**src/rtl/ccff_chain_loader.sv**
```systemverilog
`default_nettype none
// ============================================================================
// Module   : ccff_chain_loader
// Brief    : Configuration-chain writer. Accepts bitstream words on a
//            valid/ready stream and serialises them MSB-first onto a scan
//            flip-flop configuration chain. It generates the chain shift clock
//            (prog_clk) and the scan enable (se), and flags completion
//            (cfg_done).
// Options  : `define CCFF_READBACK_EN adds ccff_tail / rb_data / rb_valid, which
//            return the previous chain contents while the new bits shift in.
// Revision : 1.0 - initial release
// ============================================================================
module ccff_chain_loader #(
    parameter int DATA_W    = 8,
    parameter int CHAIN_LEN = 1024,
    parameter int CLK_DIV   = 2,
    parameter int CNT_W     = $clog2(CHAIN_LEN + 1)
) (
    input  logic              CK,
    input  logic              RSTN,
`ifdef CCFF_READBACK_EN
    input  logic              ccff_tail,
    output logic [DATA_W-1:0] rb_data,
    output logic              rb_valid,
`endif
    input  logic              start,
    input  logic [DATA_W-1:0] in_data,
    input  logic              in_valid,
    output logic              in_ready,
    output logic              ccff_head,
    output logic              prog_clk,
    output logic              se,
    output logic              busy,
    output logic              cfg_done
);

    // Width of the per-phase divider counter; a one-cycle phase still needs a bit.
    localparam int DIV_W = (CLK_DIV > 1) ? $clog2(CLK_DIV) : 1;
    // Width of the "bits left in the current word" counter.
    localparam int WB_W  = $clog2(DATA_W + 1);

    localparam logic [DIV_W-1:0] c_DIV_LAST  = DIV_W'(CLK_DIV - 1);
    localparam logic [CNT_W-1:0] c_CHAIN_LEN = CNT_W'(CHAIN_LEN);
    localparam logic [WB_W-1:0]  c_WORD_LAST = WB_W'(DATA_W - 1);

    typedef enum logic [1:0] {
        ST_IDLE  = 2'd0,
        ST_LOAD  = 2'd1,
        ST_SHIFT = 2'd2,
        ST_DONE  = 2'd3
    } state_t;

    state_t            r_state;
    state_t            w_state_nxt;

    logic [DIV_W-1:0]  r_div,     w_div_nxt;
    logic [DATA_W-1:0] r_word,    w_word_nxt;
    logic [WB_W-1:0]   r_wbits,   w_wbits_nxt;
    logic [CNT_W-1:0]  r_bit_cnt, w_bit_cnt_nxt;
    logic              r_head,    w_head_nxt;
    logic              r_pclk,    w_pclk_nxt;
    logic              r_se,      w_se_nxt;
    logic              r_busy,    w_busy_nxt;
    logic              r_done,    w_done_nxt;
    logic              r_ready,   w_ready_nxt;

    logic              w_div_end;
    logic              w_load_start;
    logic              w_accept;
    logic              w_last_bit;
    logic [CNT_W-1:0]  w_bit_cnt_inc;

    // in_ready is only ever high in LOAD, so it doubles as the LOAD qualifier.
    assign w_div_end     = (r_div == c_DIV_LAST);
    assign w_load_start  = start && ((r_state == ST_IDLE) || (r_state == ST_DONE));
    assign w_accept      = in_valid && r_ready;
    assign w_bit_cnt_inc = r_bit_cnt + CNT_W'(1);
    assign w_last_bit    = (r_state == ST_SHIFT) && r_pclk && w_div_end
                           && (w_bit_cnt_inc == c_CHAIN_LEN);

    // State register.
    always_ff @(posedge CK or negedge RSTN) begin
        if (!RSTN) begin
            r_state <= ST_IDLE;
        end else begin
            r_state <= w_state_nxt;
        end
    end

    // Next-state and next-output decode; every output is registered below.
    always_comb begin
        w_state_nxt   = r_state;
        w_div_nxt     = r_div;
        w_word_nxt    = r_word;
        w_wbits_nxt   = r_wbits;
        w_bit_cnt_nxt = r_bit_cnt;
        w_head_nxt    = r_head;
        w_pclk_nxt    = r_pclk;
        w_se_nxt      = r_se;
        w_busy_nxt    = r_busy;
        w_done_nxt    = r_done;
        w_ready_nxt   = r_ready;

        case (r_state)
            ST_IDLE, ST_DONE: begin
                if (w_load_start) begin
                    w_state_nxt   = ST_LOAD;
                    w_ready_nxt   = 1'b1;
                    w_se_nxt      = 1'b1;
                    w_busy_nxt    = 1'b1;
                    w_done_nxt    = 1'b0;
                    w_bit_cnt_nxt = '0;
                    w_pclk_nxt    = 1'b0;
                    w_head_nxt    = 1'b0;
                end
            end

            ST_LOAD: begin
                // Present the word MSB on the head straight away: this edge
                // opens the low phase of the word's first bit.
                if (w_accept) begin
                    w_state_nxt = ST_SHIFT;
                    w_ready_nxt = 1'b0;
                    w_head_nxt  = in_data[DATA_W-1];
                    w_word_nxt  = in_data << 1;
                    w_wbits_nxt = c_WORD_LAST;
                    w_div_nxt   = '0;
                    w_pclk_nxt  = 1'b0;
                end
            end

            ST_SHIFT: begin
                if (!w_div_end) begin
                    w_div_nxt = r_div + DIV_W'(1);
                end else begin
                    w_div_nxt = '0;
                    if (!r_pclk) begin
                        // End of low phase: rising edge, chain captures the head.
                        w_pclk_nxt = 1'b1;
                    end else begin
                        // End of high phase: the bit is committed.
                        w_pclk_nxt    = 1'b0;
                        w_bit_cnt_nxt = w_bit_cnt_inc;
                        if (w_bit_cnt_inc == c_CHAIN_LEN) begin
                            // Chain full; any leftover bits of this word are dropped.
                            w_state_nxt = ST_DONE;
                            w_head_nxt  = 1'b0;
                            w_se_nxt    = 1'b0;
                            w_busy_nxt  = 1'b0;
                            w_done_nxt  = 1'b1;
                        end else if (r_wbits == '0) begin
                            // Word exhausted; head keeps the last bit while waiting.
                            w_state_nxt = ST_LOAD;
                            w_ready_nxt = 1'b1;
                        end else begin
                            w_head_nxt  = r_word[DATA_W-1];
                            w_word_nxt  = r_word << 1;
                            w_wbits_nxt = r_wbits - WB_W'(1);
                        end
                    end
                end
            end

            default: begin
                w_state_nxt = ST_IDLE;
            end
        endcase
    end

    // Datapath and output registers; reset forces prog_clk low at once.
    always_ff @(posedge CK or negedge RSTN) begin
        if (!RSTN) begin
            r_div     <= '0;
            r_word    <= '0;
            r_wbits   <= '0;
            r_bit_cnt <= '0;
            r_head    <= 1'b0;
            r_pclk    <= 1'b0;
            r_se      <= 1'b0;
            r_busy    <= 1'b0;
            r_done    <= 1'b0;
            r_ready   <= 1'b0;
        end else begin
            r_div     <= w_div_nxt;
            r_word    <= w_word_nxt;
            r_wbits   <= w_wbits_nxt;
            r_bit_cnt <= w_bit_cnt_nxt;
            r_head    <= w_head_nxt;
            r_pclk    <= w_pclk_nxt;
            r_se      <= w_se_nxt;
            r_busy    <= w_busy_nxt;
            r_done    <= w_done_nxt;
            r_ready   <= w_ready_nxt;
        end
    end

    assign in_ready  = r_ready;
    assign ccff_head = r_head;
    assign prog_clk  = r_pclk;
    assign se        = r_se;
    assign busy      = r_busy;
    assign cfg_done  = r_done;

`ifdef CCFF_READBACK_EN
    localparam int RB_W = $clog2(DATA_W + 1);
    localparam logic [RB_W-1:0] c_RB_FULL = RB_W'(DATA_W);

    logic [DATA_W-1:0] r_rb_sh;
    logic [DATA_W-1:0] r_rb_data;
    logic [RB_W-1:0]   r_rb_n;
    logic              r_rb_valid;
    logic              w_rb_sample;
    logic [DATA_W-1:0] w_rb_shifted;
    logic [RB_W-1:0]   w_rb_n_inc;

    // Tail is sampled on the last low-phase cycle, i.e. the edge that raises prog_clk.
    assign w_rb_sample  = (r_state == ST_SHIFT) && !r_pclk && w_div_end;
    assign w_rb_shifted = (r_rb_sh << 1) | DATA_W'(ccff_tail);
    assign w_rb_n_inc   = r_rb_n + RB_W'(1);

    // Collect tail bits into words; flush a left-aligned partial word at DONE.
    always_ff @(posedge CK or negedge RSTN) begin
        if (!RSTN) begin
            r_rb_sh    <= '0;
            r_rb_data  <= '0;
            r_rb_n     <= '0;
            r_rb_valid <= 1'b0;
        end else begin
            r_rb_valid <= 1'b0;
            if (w_load_start) begin
                r_rb_sh <= '0;
                r_rb_n  <= '0;
            end else if (w_rb_sample) begin
                if (w_rb_n_inc == c_RB_FULL) begin
                    r_rb_data  <= w_rb_shifted;
                    r_rb_valid <= 1'b1;
                    r_rb_sh    <= '0;
                    r_rb_n     <= '0;
                end else begin
                    r_rb_sh <= w_rb_shifted;
                    r_rb_n  <= w_rb_n_inc;
                end
            end else if (w_last_bit && (r_rb_n != '0)) begin
                r_rb_data  <= r_rb_sh << (c_RB_FULL - r_rb_n);
                r_rb_valid <= 1'b1;
                r_rb_sh    <= '0;
                r_rb_n     <= '0;
            end
        end
    end

    assign rb_data  = r_rb_data;
    assign rb_valid = r_rb_valid;
`endif

endmodule
`default_nettype wire

```
**config.mk**
```make
export PLATFORM = sky130hd
export DESIGN_NAME = ccff_chain_loader
export DESIGN_NICKNAME = d
export VERILOG_FILES = /design/src/rtl/ccff_chain_loader.sv
export SDC_FILE = /design/constraint.sdc
export NUM_CORES = 1
export LEC_CHECK = 0
export ABC_AREA = 1
export BUFFER_PORTS_ARGS = -buffer_cell sky130_fd_sc_hd__buf_2
export CAP_MARGIN = 10
export CORE_ASPECT_RATIO = 1.1
export CORE_MARGIN = 10
export CORE_UTILIZATION = 36
export CTS_CLUSTER_SIZE = 10
export DETAILED_ROUTE_END_ITERATION = 7
export HOLD_SLACK_MARGIN = 0.06
export SLEW_MARGIN = 20
export SYNTH_ARGS = -nofsm -noshare
export SYNTH_HDL_FRONTEND = slang
export SYNTH_SLANG_ARGS = --single-unit
```
**constraint.sdc**
```tcl
create_clock -name CK -period 2.46 [get_ports CK]
set_clock_uncertainty 0.2 [all_clocks]
set_input_delay 0.369 -clock CK [delete_from_list [all_inputs] [get_ports CK]]
set_output_delay 0.369 -clock CK [all_outputs]
set_load 0.005 [all_outputs]
```
==> flow_metrics.py, run 1 <==
metrics = {
    "outcome": {
        "run_status": "complete, no violations",
    },
    "final_layout": {
        "layout.cells.most_common": "nand2_1",
        "fill_cell_instance_count_of_the_final_layout": 480,
        "most-common-layout-cells": "nand2_1, inv_1, dfrtp_1",
        "antenna-diode-count": 0,
        "finish.cell_count_without_fillers": 305,
        "nets": 265,
        "layout-drive-gt1-share_pct": 20.88,
        "syn2layout_area_growth_pct": 13.37,
    },
    "cts": {
        "number_of_buffers_inserted_during_clock_tree_synthesis": 5,
        "clkLatencyLatePin_ps": 280,
        "path_clk_slew_ps": 70,
        "cts_resized": 0,
        "cts_tree": "yes",
        "clock-root-buffer": "clkbuf_8",
        "cts-root-to-sink-buffers": 2,
        "htree_levels": 2,
        "cts_num_sinks": 30,
        "cts.repair_timing.setup_buffer_count": 0,
    },
    "sta": {
        "max-slew-margin-rel_pct": 54.34,
        "fmaxAchievable_mhz": 462.9,
        "final_setup_violation_count": 0,
        "layout_worst_path_cycle_share_pct": 87.81,
        "unrepaired_setup_endpoints_after_global_routing": "no",
        "fin_tns_setup_ps": 0,
        "hold_violations": 0,
        "period_needed_ps": 2160,
        "tightest_slew_ps": 684.9,
        "worst_slack_ps": 299.8,
        "finalMaxSlewViolations": 0,
    },
    "power_and_ir_drop": {
        "total_switching_power_uw": 839.1,
        "combPwrFrac_pct": 45.9,
        "power.density_cell_area_mw_per_mm2": 1009,
        "clock_power_share_pct": 18.7,
        "worst_ir_drop_on_vdd_v": 0.0004533,
        "seq_power_share_pct": 35.4,
        "power.leakage_nw": 0.9500,
        "netSwitchingFraction_pct": 42.35,
        "internal-power_mw": 1.142,
        "power.total_mw": 1.981,
    },
    "floorplan": {
        "num_rows": 26,
        "placeableCoreArea_mm2": 0.004652,
        "floorplan.die.height_um": 92.74,
        "floorplan.initialDensity_pct": 37.22,
        "num_io_pins": 18,
        "floorplan.die_area_mm2": 0.007987,
        "die_width_um": 86.13,
    },
    "synthesis": {
        "synth.lib_cells_used.distinct": 29,
        "ys.warnings.count": 0,
        "syn-num-nets": 241,
        "synth_register_bits": 30,
        "postSynthCellCount": 225,
        "postSynthAreaPerCell_um2": 7.696,
        "syn_area_mm2": 0.001732,
        "seq_area_frac_synth_pct": 43.35,
    },
    "run": {
        "max-cap-violations": 0,
    },
    "routing": {
        "detail_route.drc_violations": 0,
        "route.vias.total": 1466,
        "routedWlPerCell_um": 12.22,
        "route.detailed.vias_per_inst": 4.807,
        "route.antenna.remaining_nets": 0,
        "drt_wirelength_um": 3726,
        "drt_first_pass_iters": 4,
        "drt_iter0_drc": 24,
    },
    "setup_path": {
        "startpoint_type": "flop",
        "worstReg2RegEnd": "cfg_done",
        "kind_of_critical_path": "reg -> reg",
        "crit-reg2reg-launch": "r_bit_cnt[0]",
        "ff2ff_setup_slack_ps": 300,
        "timing.critical_path.slowest_cell_delay_ps": 420,
        "setup.worst_path.end_class": "flop",
        "worst-r2r-cell-count": 12,
        "timing.critical_path.required_ps": 2420,
        "critical_path_peak_fanout": 5,
        "cp_common_cell": "nand2_1",
        "crit_path_top_delay_cell": "dfrtp_1",
        "cp_cell_sequence": "ha_1 -> nand2_1 -> inv_1 -> nand2_1 -> nand2_1 -> nand3_1 -> nor2_2 -> nand3_1 -> nand2_1 -> nand2_1 -> nand2_1 -> o21ai_1",
        "crit_arrival_ps": 2120,
    },
    "min_path": {
        "timing.hold.worst_endpoint": "r_word[1]",
        "hold_path_startpoint": "in_data[0]",
        "timing.hold.worst_path_depth": 3,
        "worstHoldPathType": "in -> reg",
    },
    "place": {
        "hpwl_detailed_um": 2832,
        "placement.setup.worst_slack_ps": 319.8,
        "gp_congestion": 0.8144,
        "dp_cell_count": 297,
        "place.port_buffers": 17,
    },
    "global_routing": {
        "global_route_wire_length_before_repair_um": 6762,
        "number_of_antenna_violations_at_the_first_check_in_global_routing": 0,
        "grt.total_usage_pct": 10.39,
        "grt.overflow.total": 0,
        "grt_max_degree": 31,
        "vias_in_the_first_global_route": 1526,
    },
}
-- synth_stat cells (all sizes together) --
cell,count,share of area [%]
a21oi,4,1.4
a22oi,1,0.43
and2,1,0.36
buf,3,2.0
clkbuf,2,0.43
dfrtp,30,43
ha,4,2.9
inv,32,7.1
mux2,1,0.65
nand2,67,15
nand3,17,5.5
nand4,1,0.72
nor2,24,6.5
o211ai,1,0.43
o21a,1,0.43
o21ai,28,9.8
o22ai,6,2.2
o32ai,1,0.51
xor2,1,0.51
-- kinds of logic after synthesis --
kind of cell | Yosys count | synth area share, %
xor+xnor | 1 | 0.5059
mux | 1 | 0.6502
buf+inv | 37 | 9.538
compound gates | 42 | 15.17
flops | 30 | 43.35
fa+ha+maj | 4 | 2.890
simple gates | 110 | 27.89
-- how the worst max path moves through the flow --
stage                       from       end  depth (start not counted)
floorplan             r_state[0]      busy                         11
global placement    r_bit_cnt[0]  cfg_done                         12
detailed placement  r_bit_cnt[0]  cfg_done                         12
CTS                 r_bit_cnt[0]  cfg_done                         12
global route        r_bit_cnt[0]      busy                         12
finish              r_bit_cnt[0]  cfg_done                         12
-- critical path: cells and delay by family (launching register included) --
family | cells | cell delay [ps]
and+or+nand+nor | 9 | 1010
DFF | 1 | 420
adders and majority gates | 1 | 240
buffers and inverters | 1 | 110
AOI/OAI and AO/OA | 1 | 60
-- layer usage --
layer / GRT usage, % / vias up / share of wire, %
li1: - / 771 / -
met1: 11.65 / 672 / 47
met2: 17.18 / 18 / 47
met3: 4.032 / 5 / 4.5
met4: 4.121 / 0 / 1.5
met5: 0 / - / 0
-- timing repair --
action | CTS | global route
hold buffers | 1 | 0
endpoints found under the hold margin | 30 | 0
setup endpoints to repair | 0 | 0
-- power groups by stage --
stage	combinational [mW]	sequential, mW	clock [mW]
2_1_floorplan	0.736	0.702	0
3_3_place_gp	0.916	0.711	0
3_5_place_dp	0.926	0.710	0
4_1_cts	0.928	0.702	0.393
5_1_grt	1.05	0.719	0.417
6_report	0.910	0.701	0.370
-- cell type report --
cell class	count	area, um^2	area share, %
flip-flops and latches	30	750.7	38.24
multi-input cells	158	815.8	41.56
repair buffers	22	125.1	6.373
clock buffers	5	68.82	3.505
inverters	32	122.6	6.246
clock inverters	2	10.01	0.5099
well taps	56	70.07	3.569
-- flip-flops by register name, indices dropped and copies added, names as in the netlist --
signal / flops
prog_clk: 1
r_state: 2
in_ready: 1
ccff_head: 1
r_div: 1
cfg_done: 1
r_wbits: 4
busy: 1
r_word: 7
r_bit_cnt: 11
-- stage by stage --
stage / cell area (um^2) / utilization [%] / hold slack (ps)
finish: 1963 / 42.20 / 139.5
global route: 1963 / 42.20 / 143.6
CTS: 1963 / 42.20 / 134.3
detailed placement: 1874 / 40.29 / 257.1
global placement: 1874 / 40.29 / 252.9
floorplan: 1732 / - / -126.6
Power figures use the tool's default switching activity.
==> inputs of run 2 (changes only) <==
--- a/config.mk
+++ b/config.mk
@@ -14,6 +14,7 @@
 export CTS_CLUSTER_SIZE = 10
 export DETAILED_ROUTE_END_ITERATION = 7
 export HOLD_SLACK_MARGIN = 0.06
+export RECOVER_POWER = 50
 export SLEW_MARGIN = 20
 export SYNTH_ARGS = -nofsm -noshare
 export SYNTH_HDL_FRONTEND = slang
==> flow_metrics.py, run 2 (same netlist as run 1, synthesis figures left out) <==
metrics = {
    "outcome": {
        "run_status": "complete, no violations",
    },
    "setup_path": {
        "startpoint_type": "flop",
        "crit_arrival_ps": 2120,
        "worstReg2RegEnd": "cfg_done",
        "critical_path_peak_fanout": 5,
        "setup.worst_path.end_class": "flop",
        "ff2ff_setup_slack_ps": 300,
        "worst-r2r-cell-count": 12,
        "kind_of_critical_path": "reg -> reg",
        "crit-reg2reg-launch": "r_bit_cnt[0]",
        "timing.critical_path.required_ps": 2420,
    },
    "place": {
        "gp_congestion": 0.8144,
        "dp_cell_count": 297,
        "place.port_buffers": 17,
        "hpwl_detailed_um": 2832,
    },
    "cts": {
        "cts-root-to-sink-buffers": 2,
        "cts_tree": "yes",
        "clock-root-buffer": "clkbuf_8",
        "cts_num_sinks": 30,
        "path_clk_slew_ps": 60,
        "htree_levels": 2,
        "cts_resized": 0,
        "clkLatencyLatePin_ps": 280,
        "cts.repair_timing.setup_buffer_count": 0,
        "number_of_buffers_inserted_during_clock_tree_synthesis": 5,
    },
    "final_layout": {
        "reg.largest.list": "r_bit_cnt: 11 flops, r_word: 7 flops, r_wbits: 4 flops",
        "most-common-layout-cells": "nand2_1, inv_1, dfrtp_1, o21ai_0, nor2_1",
        "largest_reg_flops": 11,
        "finish.cell_count_without_fillers": 305,
        "antenna-diode-count": 0,
        "multi_input_gate_area_in_the_final_layout_um2": 815.8,
        "layout.cells.most_common": "nand2_1",
        "registers.top_by_ff_count": "r_bit_cnt",
        "nets": 265,
        "fill_cell_instance_count_of_the_final_layout": 484,
        "layout-drive-gt1-share_pct": 18.88,
        "seqCellArea_um2": 750.7,
        "syn2layout_area_growth_pct": 13.01,
    },
    "sta": {
        "fin_tns_setup_ps": 0,
        "final_setup_violation_count": 0,
        "max-slew-margin-rel_pct": 49.13,
        "hold_violations": 0,
        "layout_worst_path_cycle_share_pct": 87.78,
        "finalMaxSlewViolations": 0,
        "unrepaired_setup_endpoints_after_global_routing": "no",
        "period_needed_ps": 2159,
        "finalHoldWorstSlack_ps": 139.5,
        "tightest_slew_ps": 763.1,
        "fmaxAchievable_mhz": 463.1,
    },
    "routing": {
        "route.vias.total": 1468,
        "route.antenna.remaining_nets": 0,
        "drt_first_pass_iters": 4,
        "detail_route.drc_violations": 0,
        "routedWlPerCell_um": 12.22,
        "route.detailed.vias_per_inst": 4.813,
        "drt_iter0_drc": 21,
        "drt_wirelength_um": 3726,
    },
    "global_routing": {
        "vias_in_the_first_global_route": 1526,
        "number_of_antenna_violations_at_the_first_check_in_global_routing": 0,
        "global_route_wire_length_before_repair_um": 6762,
        "grt.overflow.total": 0,
        "grt.total_usage_pct": 10.39,
        "grt_max_degree": 31,
    },
    "floorplan": {
        "num_rows": 26,
        "num_io_pins": 18,
        "floorplan.die_area_mm2": 0.007987,
        "floorplan.initialDensity_pct": 37.22,
        "floorplan.die.height_um": 92.74,
        "placeableCoreArea_mm2": 0.004652,
        "die_width_um": 86.13,
    },
    "power_and_ir_drop": {
        "worst_ir_drop_on_vdd_v": 0.0004528,
        "power.density_cell_area_mw_per_mm2": 1009,
        "power.leakage_nw": 0.9336,
    },
    "min_path": {
        "timing.hold.worst_endpoint": "r_word[1]",
        "hold_path_startpoint": "in_data[0]",
        "worstHoldPathType": "in -> reg",
        "timing.hold.worst_path_depth": 3,
    },
    "run": {
        "max-cap-violations": 0,
    },
}
==> run 2: final cells by class <==
type,count,share of cell area [%]
clock buffers,5,3.517
clock inverters,2,0.5115
inverters,32,6.266
multi-input cells,158,41.69
flip-flops and latches,30,38.36
well taps,56,3.581
repair buffers,22,6.074
==> run 2: metrics by stage <==
step           area [um^2]  power, mW  worst slack [ps]  util (%)
6_report              1957      1.975             300.6     42.07
5_1_grt               1957      2.184             33.03     42.07
4_1_cts               1963      2.023             285.5     42.20
3_5_place_dp          1874      1.635             319.8     40.29
3_3_place_gp          1874      1.627             318.1     40.29
2_1_floorplan         1732      1.437             507.7         -
==> run 2: repair_timing <==
item | CTS | global route
hold buffers | 1 | 0
endpoints found under the hold margin | 30 | 0
setup endpoints to repair | 0 | 0
==> run 2: routing by layer <==
layer	global-route usage [%]	wire, um	up-vias
li1	-	-	771
met1	11.65	1761	674
met2	17.18	1743	18
met3	4.032	166	5
met4	4.121	55	0
met5	0	0	-
==> run 2: power by group <==
part           internal [mW]  switching [mW]
Sequential             0.636          0.0664
Combinational          0.309           0.594
Clock                  0.189           0.180
==> run 2: worst max-delay path, cell delays in order (launching register included) <==
cell and delay (ps):
dfrtp_1 420, ha_1 240, nand2_1 100, inv_1 110, nand2_1 60, nand2_1 80, nand3_1 90, nor2_2 160
nand3_1 170, nand2_1 160, nand2_1 120, nand2_1 70, o21ai_1 60
==> run 2: how the worst max path moves through the flow <==
stage               slack, ps        to  depth (start not counted)    startpoint
floorplan                 510      busy                         11    r_state[0]
CTS                       290  cfg_done                         12  r_bit_cnt[0]
finish                    300  cfg_done                         12  r_bit_cnt[0]
global route               30      busy                         12  r_bit_cnt[0]
detailed placement        320  cfg_done                         12  r_bit_cnt[0]
global placement          320  cfg_done                         12  r_bit_cnt[0]
==> inputs of run 3 (changes only) <==
--- a/config.mk
+++ b/config.mk
@@ -5,7 +5,7 @@
 export SDC_FILE = /design/constraint.sdc
 export NUM_CORES = 1
 export LEC_CHECK = 0
-export ABC_AREA = 1
+export ABC_AREA = 0
 export BUFFER_PORTS_ARGS = -buffer_cell sky130_fd_sc_hd__buf_2
 export CAP_MARGIN = 10
 export CORE_ASPECT_RATIO = 1.1
==> flow_metrics.py, run 3 <==
metrics = {
    "routing": {
        "drt_iter0_drc": 97,
        "routedWlPerCell_um": 15.49,
        "route.antenna.remaining_nets": 0,
        "drt_first_pass_iters": 4,
        "drt_wirelength_um": 4817,
        "dr_wl_met2_um": 2357,
        "route.met3.wl_um": 206,
        "top_layer": "met4",
        "detail_route.wirelength.met1_um": 2199,
        "detail_route.drc_violations": 0,
        "route.detailed.vias_per_inst": 5.621,
        "route.vias.total": 1748,
    },
    "cts": {
        "cts-root-to-sink-buffers": 2,
        "clock-root-buffer": "clkbuf_8",
        "cts_num_sinks": 30,
        "path_clk_slew_ps": 80,
        "clkLatencyLatePin_ps": 290,
        "htree_levels": 2,
        "number_of_buffers_inserted_during_clock_tree_synthesis": 5,
        "cts_tree": "yes",
    },
    "final_layout": {
        "layout-drive-gt1-share_pct": 26.48,
        "registers.top_by_ff_count": "r_bit_cnt",
        "reg.largest.list": "r_bit_cnt: 11 flops, r_word: 7 flops, r_wbits: 4 flops",
        "seqCellArea_um2": 752.0,
        "most-common-layout-cells": "dfrtp_1, buf_4, o21ai_0, nand2_1, nand3_1",
        "antenna-diode-count": 0,
        "syn2layout_area_growth_pct": 25.65,
        "multi_input_gate_area_in_the_final_layout_mm2": 0.001047,
        "nets": 268,
        "largest_reg_flops": 11,
        "layout.cells.most_common": "dfrtp_1",
        "layout_utilization_pct": 47.00,
        "fill_cell_instance_count_of_the_final_layout": 496,
    },
    "power_and_ir_drop": {
        "total_switching_power_uw": 875.4,
        "seq_power_share_pct": 33.8,
        "combPwrFrac_pct": 46.0,
        "worst_ir_drop_on_vdd_v": 0.0004581,
        "power.total_mw": 2.132,
        "netSwitchingFraction_pct": 41.06,
        "power.density_cell_area_mw_per_mm2": 901.0,
        "power.leakage_nw": 1.043,
        "internal-power_mw": 1.256,
        "clock_power_share_pct": 20.3,
    },
    "place": {
        "place.port_buffers": 17,
        "gp_congestion": 0.8112,
        "placement.setup.worst_slack_ps": -28.29,
        "hpwl_detailed_um": 3251,
    },
    "floorplan": {
        "die_width_um": 88.96,
        "floorplan.initialDensity_pct": 37.41,
        "num_rows": 27,
        "floorplan.die_area_mm2": 0.008527,
        "placeableCoreArea_mm2": 0.005034,
        "num_io_pins": 18,
        "floorplan.die.height_um": 95.86,
    },
    "min_path": {
        "timing.hold.worst_path_depth": 2,
        "timing.hold.worst_endpoint": "r_word[7]",
        "worstHoldPathType": "in -> reg",
        "hold_path_startpoint": "in_data[6]",
    },
    "global_routing": {
        "number_of_antenna_violations_at_the_first_check_in_global_routing": 0,
        "vias_in_the_first_global_route": 1757,
        "grt.total_usage_pct": 12.58,
        "global_route_wire_length_before_repair_um": 8569,
        "grt_max_degree": 36,
        "grt.overflow.total": 0,
    },
    "setup_path": {
        "ff2ff_setup_slack_ps": 20,
        "crit-reg2reg-launch": "r_bit_cnt[0]",
        "worst-r2r-cell-count": 8,
        "cp_cell_sequence": "ha_2 -> nand4_1 -> mux2i_1 -> a22o_1 -> a211o_1 -> buf_12 -> a31oi_4 -> mux2i_1",
        "kind_of_critical_path": "reg -> reg",
        "crit_path_top_delay_cell": "dfrtp_2",
        "timing.critical_path.slowest_cell_delay_ps": 410,
        "crit_arrival_ps": 2440,
        "setup.worst_path.end_class": "flop",
        "startpoint_type": "flop",
        "timing.critical_path.required_ps": 2460,
        "critical_path_peak_fanout": 12,
        "worstReg2RegEnd": "r_state[0]",
        "cp_common_cell": "mux2i_1",
    },
    "sta": {
        "finalMaxSlewViolations": 0,
        "hold_violations": 0,
        "fmaxAchievable_mhz": 410.4,
        "finalHoldWorstSlack_ps": 106.7,
        "final_setup_violation_count": 0,
        "period_needed_ps": 2437,
        "fin_tns_setup_ps": 0,
        "unrepaired_setup_endpoints_after_global_routing": "yes",
        "tightest_slew_ps": 784.9,
        "layout_worst_path_cycle_share_pct": 99.06,
        "worst_slack_ps": 23.14,
        "max-slew-margin-rel_pct": 47.67,
    },
    "run": {
        "max-cap-violations": 0,
    },
    "synthesis": {
        "synth_top_cell_area_share_pct": 39.87,
        "syn-num-nets": 226,
        "synth.lib_cells_used.distinct": 50,
        "synth_register_bits": 30,
        "synthFlopType": "dfrtp_1",
        "synth_enable_flop_cells": 0,
        "syn_area_mm2": 0.001883,
        "yosysMostFrequentCell": "dfrtp_1",
        "post-synth-top-area-cell": "dfrtp_1",
        "async_reset_ff_share_pct": 100.0,
        "ys.warnings.count": 0,
        "netlist_top_cells_count": "dfrtp_1, o21ai_0, nand2_1",
        "seq_area_frac_synth_pct": 39.87,
        "post_synth_main_area_contributors": "dfrtp_1, o21ai_0, mux2i_1",
        "postSynthAreaPerCell_um2": 8.967,
        "postSynthCellCount": 210,
    },
    "outcome": {
        "run_status": "complete, no violations",
    },
}
[run 3: through the flow]
stage | area [um^2] | cells
6_report | 2366 | 311
5_1_grt | 2366 | 311
4_1_cts | 2281 | 306
3_5_place_dp | 2167 | 296
3_3_place_gp | 2167 | 296
2_1_floorplan | 1883 | 210
[run 3: final cells by class]
cell class	count	area share [%]
clock buffers	6	3.490
inverters	12	1.904
repair buffers	49	14.97
clock inverters	2	0.5288
multi-input cells	154	44.26
flip-flops and latches	30	31.78
well taps	58	3.067
[run 3: power by group through the flow]
stage / clock network [mW] / logic, mW / registers, mW
floorplan: 0 / 0.659 / 0.701
global placement: 0 / 0.939 / 0.722
detailed placement: 0 / 0.956 / 0.725
CTS: 0.445 / 0.967 / 0.720
global route: 0.469 / 1.13 / 0.740
finish: 0.432 / 0.980 / 0.720
[run 3: worst max-delay path by stage]
stage	start	to	slack [ps]	cells past startpoint
after floorplan	r_bit_cnt[7]	r_word[2]	0.1	9
final	r_bit_cnt[0]	r_state[0]	20	8
after CTS	r_bit_cnt[0]	r_state[0]	1	8
after detailed placement	r_bit_cnt[0]	r_word[6]	-30	8
after global routing	r_bit_cnt[1]	r_state[0]	-130	8
after global placement	r_bit_cnt[0]	r_word[2]	-10	8
[run 3: metal layers]
layer | vias up | track usage (%)
li1 | 876 | -
met1 | 839 | 16.23
met2 | 28 | 20.13
met3 | 5 | 2.874
met4 | 0 | 4.509
met5 | - | 0
[run 3: repair_timing]
item | 4_1_cts | 5_1_grt
hold buffers | 1 | 0
hold endpoints to repair | 30 | 0
cloned | 0 | 1
setup endpoints to repair | 6 | 18
pin swaps | 0 | 6
resized for setup | 1 | 10
setup buffers | 1 | 4
[run 3: cells by family after synthesis]
group	count (synthesis)	synth area share, %
muxes	8	4.319
buffers and inverters	26	6.313
and+or+nand+nor	71	19.47
DFF	30	39.87
adders and majority gates	4	2.658
AOI/OAI and AO/OA	71	27.38
[run 3: worst max-delay path: cells and delay by family (launching register included)]
family | cells | cell delay [ps]
flip-flops | 1 | 410
AO/OA/AOI/OAI | 3 | 730
buffers and inverters | 1 | 170
AND/OR/NAND/NOR | 1 | 230
adder cells (fa/ha/maj) | 1 | 200
multiplexers | 2 | 420
